File: config.mk
export PLATFORM = sky130hd
export DESIGN_NAME = mccpu_ctrl_flat
export DESIGN_NICKNAME = d
export VERILOG_FILES = /design/src/rtl/mccpu_pkg.sv /design/src/rtl/mccpu_ctrl_if.sv /design/src/rtl/mccpu_ctrl.sv /design/src/flat_wrapper.sv
export SDC_FILE = /design/constraint.sdc
export NUM_CORES = 1
export LEC_CHECK = 0
export ABC_AREA = 0
export BUFFER_PORTS_ARGS = -buffer_cell sky130_fd_sc_hd__buf_2
export CORE_MARGIN = 1.5
export CORE_UTILIZATION = 47
export CTS_CLUSTER_SIZE = 14
export DETAILED_ROUTE_END_ITERATION = 10
export PLACE_DENSITY = 0.76
export SETUP_SLACK_MARGIN = 0.2
export SLEW_MARGIN = 40
export SYNTH_ARGS = -nofsm -noshare
export SYNTH_HDL_FRONTEND = slang
export SYNTH_SLANG_ARGS = --single-unit
File: constraint.sdc
create_clock -name clk -period 1.75 [get_ports clk]
set_input_delay 0.2625 -clock clk [delete_from_list [all_inputs] [get_ports clk]]
set_output_delay 0.2625 -clock clk [all_outputs]
set_load 0.02 [all_outputs]
File: src/rtl/mccpu_pkg.sv
// Shared definitions for the multi-cycle CPU controller: state encoding,
// opcodes, datapath select codes and the control-word layout.
package mccpu_pkg;

  typedef enum logic [3:0] {
    S_IDLE     = 4'd0,
    S_FETCH    = 4'd1,
    S_DECODE   = 4'd2,
    S_MEMADR   = 4'd3,
    S_MEMRD    = 4'd4,
    S_MEMWB    = 4'd5,
    S_MEMWR    = 4'd6,
    S_RTYPE_EX = 4'd7,
    S_RTYPE_WB = 4'd8,
    S_ADDI_EX  = 4'd9,
    S_ADDI_WB  = 4'd10,
    S_BRANCH   = 4'd11,
    S_JUMP     = 4'd12
  } state_e;

  localparam logic [5:0] OP_RTYPE = 6'b000000;
  localparam logic [5:0] OP_LW    = 6'b100011;
  localparam logic [5:0] OP_SW    = 6'b101011;
  localparam logic [5:0] OP_ADDI  = 6'b001000;
  localparam logic [5:0] OP_BEQ   = 6'b000100;
  localparam logic [5:0] OP_J     = 6'b000010;

  localparam logic [1:0] ALUOP_ADD   = 2'b00;
  localparam logic [1:0] ALUOP_SUB   = 2'b01;
  localparam logic [1:0] ALUOP_FUNCT = 2'b10;

  localparam logic [1:0] SRCB_REG     = 2'b00;
  localparam logic [1:0] SRCB_FOUR    = 2'b01;
  localparam logic [1:0] SRCB_IMM     = 2'b10;
  localparam logic [1:0] SRCB_IMM_SL2 = 2'b11;

  localparam logic [1:0] PCSRC_ALU    = 2'b00;
  localparam logic [1:0] PCSRC_ALUOUT = 2'b01;
  localparam logic [1:0] PCSRC_JUMP   = 2'b10;

  // Moore control word; all-zero is the idle / safe value.
  typedef struct packed {
    logic       pc_write;
    logic       pc_write_cond;
    logic       iord;
    logic       mem_write;
    logic       ir_write;
    logic       reg_write;
    logic       reg_dst;
    logic       mem_to_reg;
    logic       alu_src_a;
    logic [1:0] alu_src_b;
    logic [1:0] alu_op;
    logic [1:0] pc_source;
    logic       instr_done;
  } ctrl_t;

  // True for opcodes the controller knows how to sequence.
  function automatic logic op_supported(input logic [5:0] op);
    return (op == OP_RTYPE) || (op == OP_LW) || (op == OP_SW) ||
           (op == OP_ADDI)  || (op == OP_BEQ) || (op == OP_J);
  endfunction

endpackage

File: src/rtl/mccpu_ctrl_if.sv
// Controller-to-datapath bundle: opcode in, control strobes and debug state out.
interface mccpu_ctrl_if;
  logic [5:0] op;
  logic       PCWrite;
  logic       PCWriteCond;
  logic       IorD;
  logic       MemWrite;
  logic       IRWrite;
  logic       RegWrite;
  logic       RegDst;
  logic       MemtoReg;
  logic       ALUSrcA;
  logic [1:0] ALUSrcB;
  logic [1:0] ALUOp;
  logic [1:0] PCSource;
  logic       instr_done;
  logic       illegal;
  logic [3:0] state;

  modport master (
    input  op,
    output PCWrite, PCWriteCond, IorD, MemWrite, IRWrite, RegWrite, RegDst,
           MemtoReg, ALUSrcA, ALUSrcB, ALUOp, PCSource, instr_done, illegal, state
  );

  modport slave (
    output op,
    input  PCWrite, PCWriteCond, IorD, MemWrite, IRWrite, RegWrite, RegDst,
           MemtoReg, ALUSrcA, ALUSrcB, ALUOp, PCSource, instr_done, illegal, state
  );
endinterface

File: src/rtl/mccpu_ctrl.sv
// Multi-cycle MIPS-subset controller. One state register; the control word
// is registered alongside it as the decode of the next state, so every
// strobe is a glitch-free Moore function of the current state and drops
// to zero the instant rstn is asserted.
module mccpu_ctrl
  import mccpu_pkg::*;
(
  input  logic          clk,
  input  logic          rstn,
  mccpu_ctrl_if.master  bus
);

  state_e state_q, state_d;
  ctrl_t  ctrl_q, ctrl_d;

  // Control word for a given state; anything not listed stays zero.
  function automatic ctrl_t ctrl_of(input state_e s);
    ctrl_t c;
    c = '0;
    case (s)
      S_FETCH: begin
        c.ir_write  = 1'b1;
        c.pc_write  = 1'b1;
        c.alu_src_b = SRCB_FOUR;
        c.alu_op    = ALUOP_ADD;
        c.pc_source = PCSRC_ALU;
      end
      // Branch target precomputed into ALUOut while the opcode is examined.
      S_DECODE: begin
        c.alu_src_b = SRCB_IMM_SL2;
        c.alu_op    = ALUOP_ADD;
      end
      S_MEMADR, S_ADDI_EX: begin
        c.alu_src_a = 1'b1;
        c.alu_src_b = SRCB_IMM;
        c.alu_op    = ALUOP_ADD;
      end
      S_MEMRD: begin
        c.iord = 1'b1;
      end
      S_MEMWB: begin
        c.mem_to_reg = 1'b1;
        c.reg_write  = 1'b1;
        c.instr_done = 1'b1;
      end
      S_MEMWR: begin
        c.iord       = 1'b1;
        c.mem_write  = 1'b1;
        c.instr_done = 1'b1;
      end
      S_RTYPE_EX: begin
        c.alu_src_a = 1'b1;
        c.alu_src_b = SRCB_REG;
        c.alu_op    = ALUOP_FUNCT;
      end
      S_RTYPE_WB: begin
        c.reg_dst    = 1'b1;
        c.reg_write  = 1'b1;
        c.instr_done = 1'b1;
      end
      S_ADDI_WB: begin
        c.reg_write  = 1'b1;
        c.instr_done = 1'b1;
      end
      S_BRANCH: begin
        c.alu_src_a     = 1'b1;
        c.alu_src_b     = SRCB_REG;
        c.alu_op        = ALUOP_SUB;
        c.pc_source     = PCSRC_ALUOUT;
        c.pc_write_cond = 1'b1;
        c.instr_done    = 1'b1;
      end
      S_JUMP: begin
        c.pc_source  = PCSRC_JUMP;
        c.pc_write   = 1'b1;
        c.instr_done = 1'b1;
      end
      default: c = '0;
    endcase
    return c;
  endfunction

  // Next-state logic; op is only consulted in DECODE and MEMADR.
  always_comb begin
    state_d = S_FETCH;
    case (state_q)
      S_IDLE:   state_d = S_FETCH;
      S_FETCH:  state_d = S_DECODE;
      S_DECODE: begin
        case (bus.op)
          OP_LW, OP_SW: state_d = S_MEMADR;
          OP_RTYPE:     state_d = S_RTYPE_EX;
          OP_ADDI:      state_d = S_ADDI_EX;
          OP_BEQ:       state_d = S_BRANCH;
          OP_J:         state_d = S_JUMP;
          default:      state_d = S_FETCH;
        endcase
      end
      S_MEMADR:   state_d = (bus.op == OP_LW) ? S_MEMRD : S_MEMWR;
      S_MEMRD:    state_d = S_MEMWB;
      S_RTYPE_EX: state_d = S_RTYPE_WB;
      S_ADDI_EX:  state_d = S_ADDI_WB;
      // Final states and any unused encoding return to FETCH.
      default:    state_d = S_FETCH;
    endcase
  end

  // Control word that will apply in the next state.
  always_comb begin
    ctrl_d = ctrl_of(state_d);
  end

  // State and control registers; async reset parks in IDLE with all strobes low.
  always_ff @(posedge clk or negedge rstn) begin
    if (!rstn) begin
      state_q <= S_IDLE;
      ctrl_q  <= '0;
    end else begin
      state_q <= state_d;
      ctrl_q  <= ctrl_d;
    end
  end

  assign bus.PCWrite     = ctrl_q.pc_write;
  assign bus.PCWriteCond = ctrl_q.pc_write_cond;
  assign bus.IorD        = ctrl_q.iord;
  assign bus.MemWrite    = ctrl_q.mem_write;
  assign bus.IRWrite     = ctrl_q.ir_write;
  assign bus.RegWrite    = ctrl_q.reg_write;
  assign bus.RegDst      = ctrl_q.reg_dst;
  assign bus.MemtoReg    = ctrl_q.mem_to_reg;
  assign bus.ALUSrcA     = ctrl_q.alu_src_a;
  assign bus.ALUSrcB     = ctrl_q.alu_src_b;
  assign bus.ALUOp       = ctrl_q.alu_op;
  assign bus.PCSource    = ctrl_q.pc_source;
  assign bus.instr_done  = ctrl_q.instr_done;
  assign bus.state       = state_q;

  // Unsupported opcode flag depends on the live op, so it is not registered.
  assign bus.illegal = (state_q == S_DECODE) && !op_supported(bus.op);

endmodule

File: src/flat_wrapper.sv
// flat-port wrapper written by rule: the top's interface ports become plain ports
module mccpu_ctrl_flat import mccpu_pkg::*;
  (clk, rstn, bus_op, bus_PCWrite, bus_PCWriteCond, bus_IorD, bus_MemWrite, bus_IRWrite, bus_RegWrite, bus_RegDst, bus_MemtoReg, bus_ALUSrcA, bus_ALUSrcB, bus_ALUOp, bus_PCSource, bus_instr_done, bus_illegal, bus_state);
  mccpu_ctrl_if bus_i ();
  input  logic clk;
  input  logic rstn;
  input wire logic [$bits(bus_i.op)-1:0] bus_op;
  output wire logic [$bits(bus_i.PCWrite)-1:0] bus_PCWrite;
  output wire logic [$bits(bus_i.PCWriteCond)-1:0] bus_PCWriteCond;
  output wire logic [$bits(bus_i.IorD)-1:0] bus_IorD;
  output wire logic [$bits(bus_i.MemWrite)-1:0] bus_MemWrite;
  output wire logic [$bits(bus_i.IRWrite)-1:0] bus_IRWrite;
  output wire logic [$bits(bus_i.RegWrite)-1:0] bus_RegWrite;
  output wire logic [$bits(bus_i.RegDst)-1:0] bus_RegDst;
  output wire logic [$bits(bus_i.MemtoReg)-1:0] bus_MemtoReg;
  output wire logic [$bits(bus_i.ALUSrcA)-1:0] bus_ALUSrcA;
  output wire logic [$bits(bus_i.ALUSrcB)-1:0] bus_ALUSrcB;
  output wire logic [$bits(bus_i.ALUOp)-1:0] bus_ALUOp;
  output wire logic [$bits(bus_i.PCSource)-1:0] bus_PCSource;
  output wire logic [$bits(bus_i.instr_done)-1:0] bus_instr_done;
  output wire logic [$bits(bus_i.illegal)-1:0] bus_illegal;
  output wire logic [$bits(bus_i.state)-1:0] bus_state;
  assign bus_i.op = bus_op;
  assign bus_PCWrite = bus_i.PCWrite;
  assign bus_PCWriteCond = bus_i.PCWriteCond;
  assign bus_IorD = bus_i.IorD;
  assign bus_MemWrite = bus_i.MemWrite;
  assign bus_IRWrite = bus_i.IRWrite;
  assign bus_RegWrite = bus_i.RegWrite;
  assign bus_RegDst = bus_i.RegDst;
  assign bus_MemtoReg = bus_i.MemtoReg;
  assign bus_ALUSrcA = bus_i.ALUSrcA;
  assign bus_ALUSrcB = bus_i.ALUSrcB;
  assign bus_ALUOp = bus_i.ALUOp;
  assign bus_PCSource = bus_i.PCSource;
  assign bus_instr_done = bus_i.instr_done;
  assign bus_illegal = bus_i.illegal;
  assign bus_state = bus_i.state;
  mccpu_ctrl u_core (.clk(clk), .rstn(rstn), .bus(bus_i));
endmodule
==> Word-level counts from Yosys, hierarchy flattened <==
Index checks and enable logic that the tools add are counted.
{ "totals": {"word_cells": 67, "regBits": 20, "output_inout_bits": 21, "input_bits": 8} }
{ "op_classes": {"eq_ne": 23, "n_reduce_logical": 15, "muxes": 15} }
{ "op_table": {"columns": ["cell", "count"], "rows": [
  ["4-bit case mux with 5 select lines", 2],
  ["4-bit by 3-bit == test with 1-bit output (second input constant)", 6],
  ["4-bit == test (second input constant)", 6],
  ["4-bit case mux with 6 select lines", 1],
  ["4-bit by 2-bit == test with 1-bit output (second input constant)", 4],
  ["6-bit == test (second input constant)", 2],
  ["1-bit 2-to-1 mux", 10],
  ["4-bit by 1-bit == test with 1-bit output (second input constant)", 2],
  ["2-bit OR reduction", 4],
  ["6-bit by 2-bit == test with 1-bit output (second input constant)", 1],
  ["6-bit by 3-bit == test with 1-bit output (second input constant)", 1],
  ["6-bit by 4-bit == test with 1-bit output (second input constant)", 1],
  ["6-bit zero test", 1],
  ["6-bit OR reduction", 1],
  ["1-bit logical OR", 5],
  ["2-bit case mux with 2 select lines", 1],
  ["4-bit OR reduction", 1],
  ["3-bit OR reduction", 1],
  ["2-bit 2-to-1 mux", 1],
  ["1-bit logical AND", 1],
  ["1-bit zero test", 1]
]} }

==> Longest topological paths before layout <==
{ "depth": {"depth_word": 8, "mapped_depth": 4} }

==> Least setup slack after synthesis <==
OpenSTA, ideal clock, no wires.
{ "synth_path": {"path_kind": "reg-to-output", "start": "reg u_core.state_q[1], in the netlist u_core.bus.state[1]", "end": "out bus_illegal", "required_time_ps": 1487, "arrival_time_ps": 1465, "slack_ps": 23, "path_buffers": 0, "path_stages_with_launch": 3, "path_cell_list": "dfrtp_1 or3b_4 nor3_1"} }
{ "synth_between": {"elab_chain_cells": 2} }
{ "synth_lines": {"columns": ["element", "line", "source"], "rows": [
  ["start, declared", "mccpu_ctrl.sv:13", "state_e state_q, state_d;"],
  ["start signal, assigned", "mccpu_ctrl.sv:119", "state_q <= state_d;"],
  ["4-bit by 2-bit == test with 1-bit output", "mccpu_ctrl.sv:140", "assign bus.illegal = (state_q == S_DECODE) && !op_supported(bus.op);"],
  ["1-bit logical AND", "mccpu_ctrl.sv:140", null],
  ["end, declared", "flat_wrapper.sv:21", "output wire logic [$bits(bus_i.illegal)-1:0] bus_illegal;"]
]} }
Every way passes these cells.

==> Worst setup path in the final report <==
{ "layout_path": {"start": "in bus_op[3]", "end": "out bus_illegal"} }
{ "layout_between": {"elab_chain_cells": 8, "word_cells_on_any_way": 13, "cone_classes": "eq/ne: 5; reduce/logical: 8"} }
{ "layout_lines": {"columns": ["element", "line", "source"], "rows": [
  ["start, declared", "flat_wrapper.sv:7", "input wire logic [$bits(bus_i.op)-1:0] bus_op;"],
  ["6-bit == test / 6-bit zero test (equally long branches)", "mccpu_pkg.sv:60", "return (op == OP_RTYPE) || (op == OP_LW) || (op == OP_SW) ||"],
  ["1-bit logical OR (3 in a row)", "mccpu_pkg.sv:60", null],
  ["1-bit logical OR", "mccpu_pkg.sv:61", "(op == OP_ADDI) || (op == OP_BEQ) || (op == OP_J);"],
  ["1-bit logical OR (*)", "mccpu_pkg.sv:61", null],
  ["1-bit zero test (*)", "mccpu_ctrl.sv:140", null],
  ["1-bit logical AND (*)", "mccpu_ctrl.sv:140", null]
]} }
Every way passes the cells marked *; elsewhere a longest branch is shown, timed or not.

==> impl_results.md <==
* Maximum net fanout on the critical path at 5
* Dpl ws at 0.0563 ns
* Design area at 0.00116 mm²
* Global-route wire length before repair at 2.82 mm
* Worst stage delay on the critical path at 0.34 ns
* Post-synth ARST share at 100%
* Post-route ant nets at 0
* Initial antenna violation count at 0
* Die width at 44.7 µm
* Clock Skew at 0.00370 ns
* Post-DP HPWL at 1.18 mm
* Max-cap viol count at 0
* CTS tree: done
* Critical Path RT at 1.49 ns
* Register area share after synthesis at 55.0%
* Die height at 44.7 µm
* Fmax at 0.609 GHz
* Post-Syn Area at 818 µm²
* Largest net degree at the start of global routing at 19
* Yosys cell types at 35
* CTS max path bufs at 2
* Synth Warn # at 0
* Crit Path Category: in2out
* Worst skew pair latency at 0.28 ns
* Fin crit period at 1.64 ns
* Final-report max-slew violation count at 0
* Final period utilization at 93.9%
* Full die area at 0.00200 mm²
* Total CTS buffers at 3
* Inst Count DP at 114
* PwrDens at 1580 mW/mm²
* Final Hold Vio Count at 0
* Run status: complete, but fails checks
* I/O pins at 29
* Layout cells sized above 1 at 57.1%
* GP Congestion at 0.809
* Min-Delay Path Class: in2reg
* CTS H-tree lvls at 1
* Setup crit end kind: output pin
* Leakage power total at 0.591 nW
* Total grt overflow at 0
* I/O Buffers at 28
* # setup viols final at 0
* Ys flop type: dfrtp_1
* Dpl cell area at 987 µm²
* Routed WL at 1.77 mm
* Fin nets at 121
* Setup ws final at 0.108 ns
* FF+latch count, synth at 18
* CP bufs+invs at 2
* Total core area at 0.00156 mm²
* Initial Util at 52.5%
* Vias in the first global route at 679
* Number of flops mapped to enable cells by yosys at 0
* Unrepaired setup endpoints after global routing: true
* Slew headroom at 68.3%
* CP cell instances: buf_6, maj3_2, or3_4, a21oi_2, nor3_2, buf_4
* Clk sink count at 18
* VDD IR max at 1.04 mV
* Overall Global Routing Usage at 19.8%
* Starting DRC count in detailed routing at 23
* Startpoint Class: primary input
* Post-Syn Nets at 78
* Vias at 713
* Critical Path Slowest Stage Cell: or3_4
* Cells after Synth at 70
* Clock transition at path regs at 0.09 ns
* Wire per inst at 13.8 µm
* Root buffer cell: clkbuf_4
* Mean Syn Cell Area at 11.7 µm²
* Final setup TNS at 0 ns
* Synthesis-to-layout area growth at 41.9%
* First-pass iteration count of the detailed router at 7
* Finished Layout Cells at 128
* Core Rows at 14
* WP data arrival at 1.38 ns
* Diodes inserted at 0
* Final Power at 0.00184 W
* Vias per std cell at 5.57
* Failing checks: design-rule violations
* DRC Markers at 3
* Worst-margin pin slew at 0.469 ns
* CP top delay family: simple AND/OR/NAND/NOR gates
==> repair_timing <==
item / in CTS / in global routing
hold buffers: 1 / 0
pin swaps: 8 / 6
cloned: 0 / 0
gates resized for setup: 14 / 3
setup buffers: 9 / 0
hold endpoints to repair: 18 / 0
setup endpoints to repair: 7 / 9
==> cell usage after synthesis, types with 2 or more instances <==
cell      number  area share (%)
buf_4          2             1.8
a21oi_1        2             1.2
o21ai_0        2             1.2
o21bai_1       2             1.8
or3_1          2             1.5
and4b_1        2             2.4
nand2_1        2            0.92
a211o_1        2             2.1
nor2_1        10             4.6
dfrtp_1       18              55
and2_1         2             1.5
==> cell type report <==
| cell class | count | area [µm²] |
|---|---|---|
| Sequential cell | 18 | 455 |
| Tap cell | 16 | 20.0 |
| Multi-Input combinational cell | 50 | 392 |
| Timing Repair Buffer | 40 | 258 |
| Clock buffer | 4 | 36.3 |
| Fill cell | 121 | 398 |
==> registers in the layout, indices dropped and copies added (netlist names) <==
name	cells
u_core.bus.PCWriteCond	1
u_core.bus.MemtoReg	1
u_core.bus.IRWrite	1
u_core.bus.PCSource	1
u_core.bus.state	4
u_core.bus.MemWrite	1
u_core.bus.ALUSrcA	1
u_core.bus.instr_done	1
u_core.bus.RegDst	1
u_core.bus.IorD	1
u_core.bus.ALUSrcB	2
u_core.bus.ALUOp	1
u_core.bus.PCWrite	1
u_core.bus.RegWrite	1
==> worst paths after layout <==
kind	endpoint	slack [ns]	depth (start not counted)	startpoint
setup / recovery	bus_illegal	0.11	6	bus_op[3]
hold / removal	u_core.bus.PCWriteCond	0.37	5	bus_op[1]
setup reg to reg	u_core.bus.ALUSrcB[1]	0.13	5	u_core.bus.state[3]
hold reg to reg	u_core.bus.MemtoReg	0.62	2	u_core.bus.state[3]
max in group asynchronous	u_core.bus.state[1]	1.05	2	rstn
min in group asynchronous	u_core.bus.MemWrite	0.41	2	rstn
==> placed cells by master, fill, tap and decap left out, types with 2 or more instances in the layout <==
master | Yosys | final
or4_4 | 1 | 2
nor2_1 | 10 | 9
and4b_1 | 2 | 2
buf_6 | 0 | 2
buf_2 | 0 | 24
buf_4 | 2 | 12
dfrtp_1 | 18 | 14
clkbuf_4 | 0 | 3
and2_1 | 2 | 2
nand2_1 | 2 | 2
o21bai_1 | 2 | 2
a211o_1 | 2 | 2
dfrtp_2 | 0 | 4
o21ai_1 | 1 | 2
==> report_power, final <==
part	internal, W	switching [W]
Clock	0.000127	0.000119
Combinational	0.000419	0.000555
Sequential	0.000564	0.0000518
Total	0.00111	0.000726
==> through the flow <==
step	hold WS [ns]	utilization [%]
finish	0.374	74.5
global route	0.398	74.5
CTS	0.357	73.8
detailed placement	0.199	63.3
global placement	0.193	63.3
floorplan	-0.0331	-
==> layer usage <==
metal | vias up | part of all wire, % | global-route usage, %
met5 | - | 0 | 0
met4 | 0 | 1.1 | 12.1
met3 | 2 | 4.0 | 1.60
met2 | 23 | 54 | 35.4
met1 | 344 | 41 | 22.8
li1 | 344 | - | -
==> worst min-delay path, stage by stage <==
cell	delay [ns]
buf_8	0.07
buf_4	0.11
nor2_1	0.05
nand2_1	0.09
nor2_1	0.04
==> cell families (layout without fill, tap and decap cells) <==
kind of cell / after synthesis / after routing / share of synthesized area [%]
multiplexers: 1 / 1 / 1.22
flip-flops: 18 / 18 / 55.0
AND/OR/NAND/NOR: 33 / 33 / 27.2
adder cells (fa/ha/maj): 1 / 1 / 1.22
XOR/XNOR: 1 / 1 / 1.07
AO/OA/AOI/OAI: 14 / 14 / 12.4
buffers and inverters: 2 / 44 / 1.83
Power figures use the tool's default switching activity.
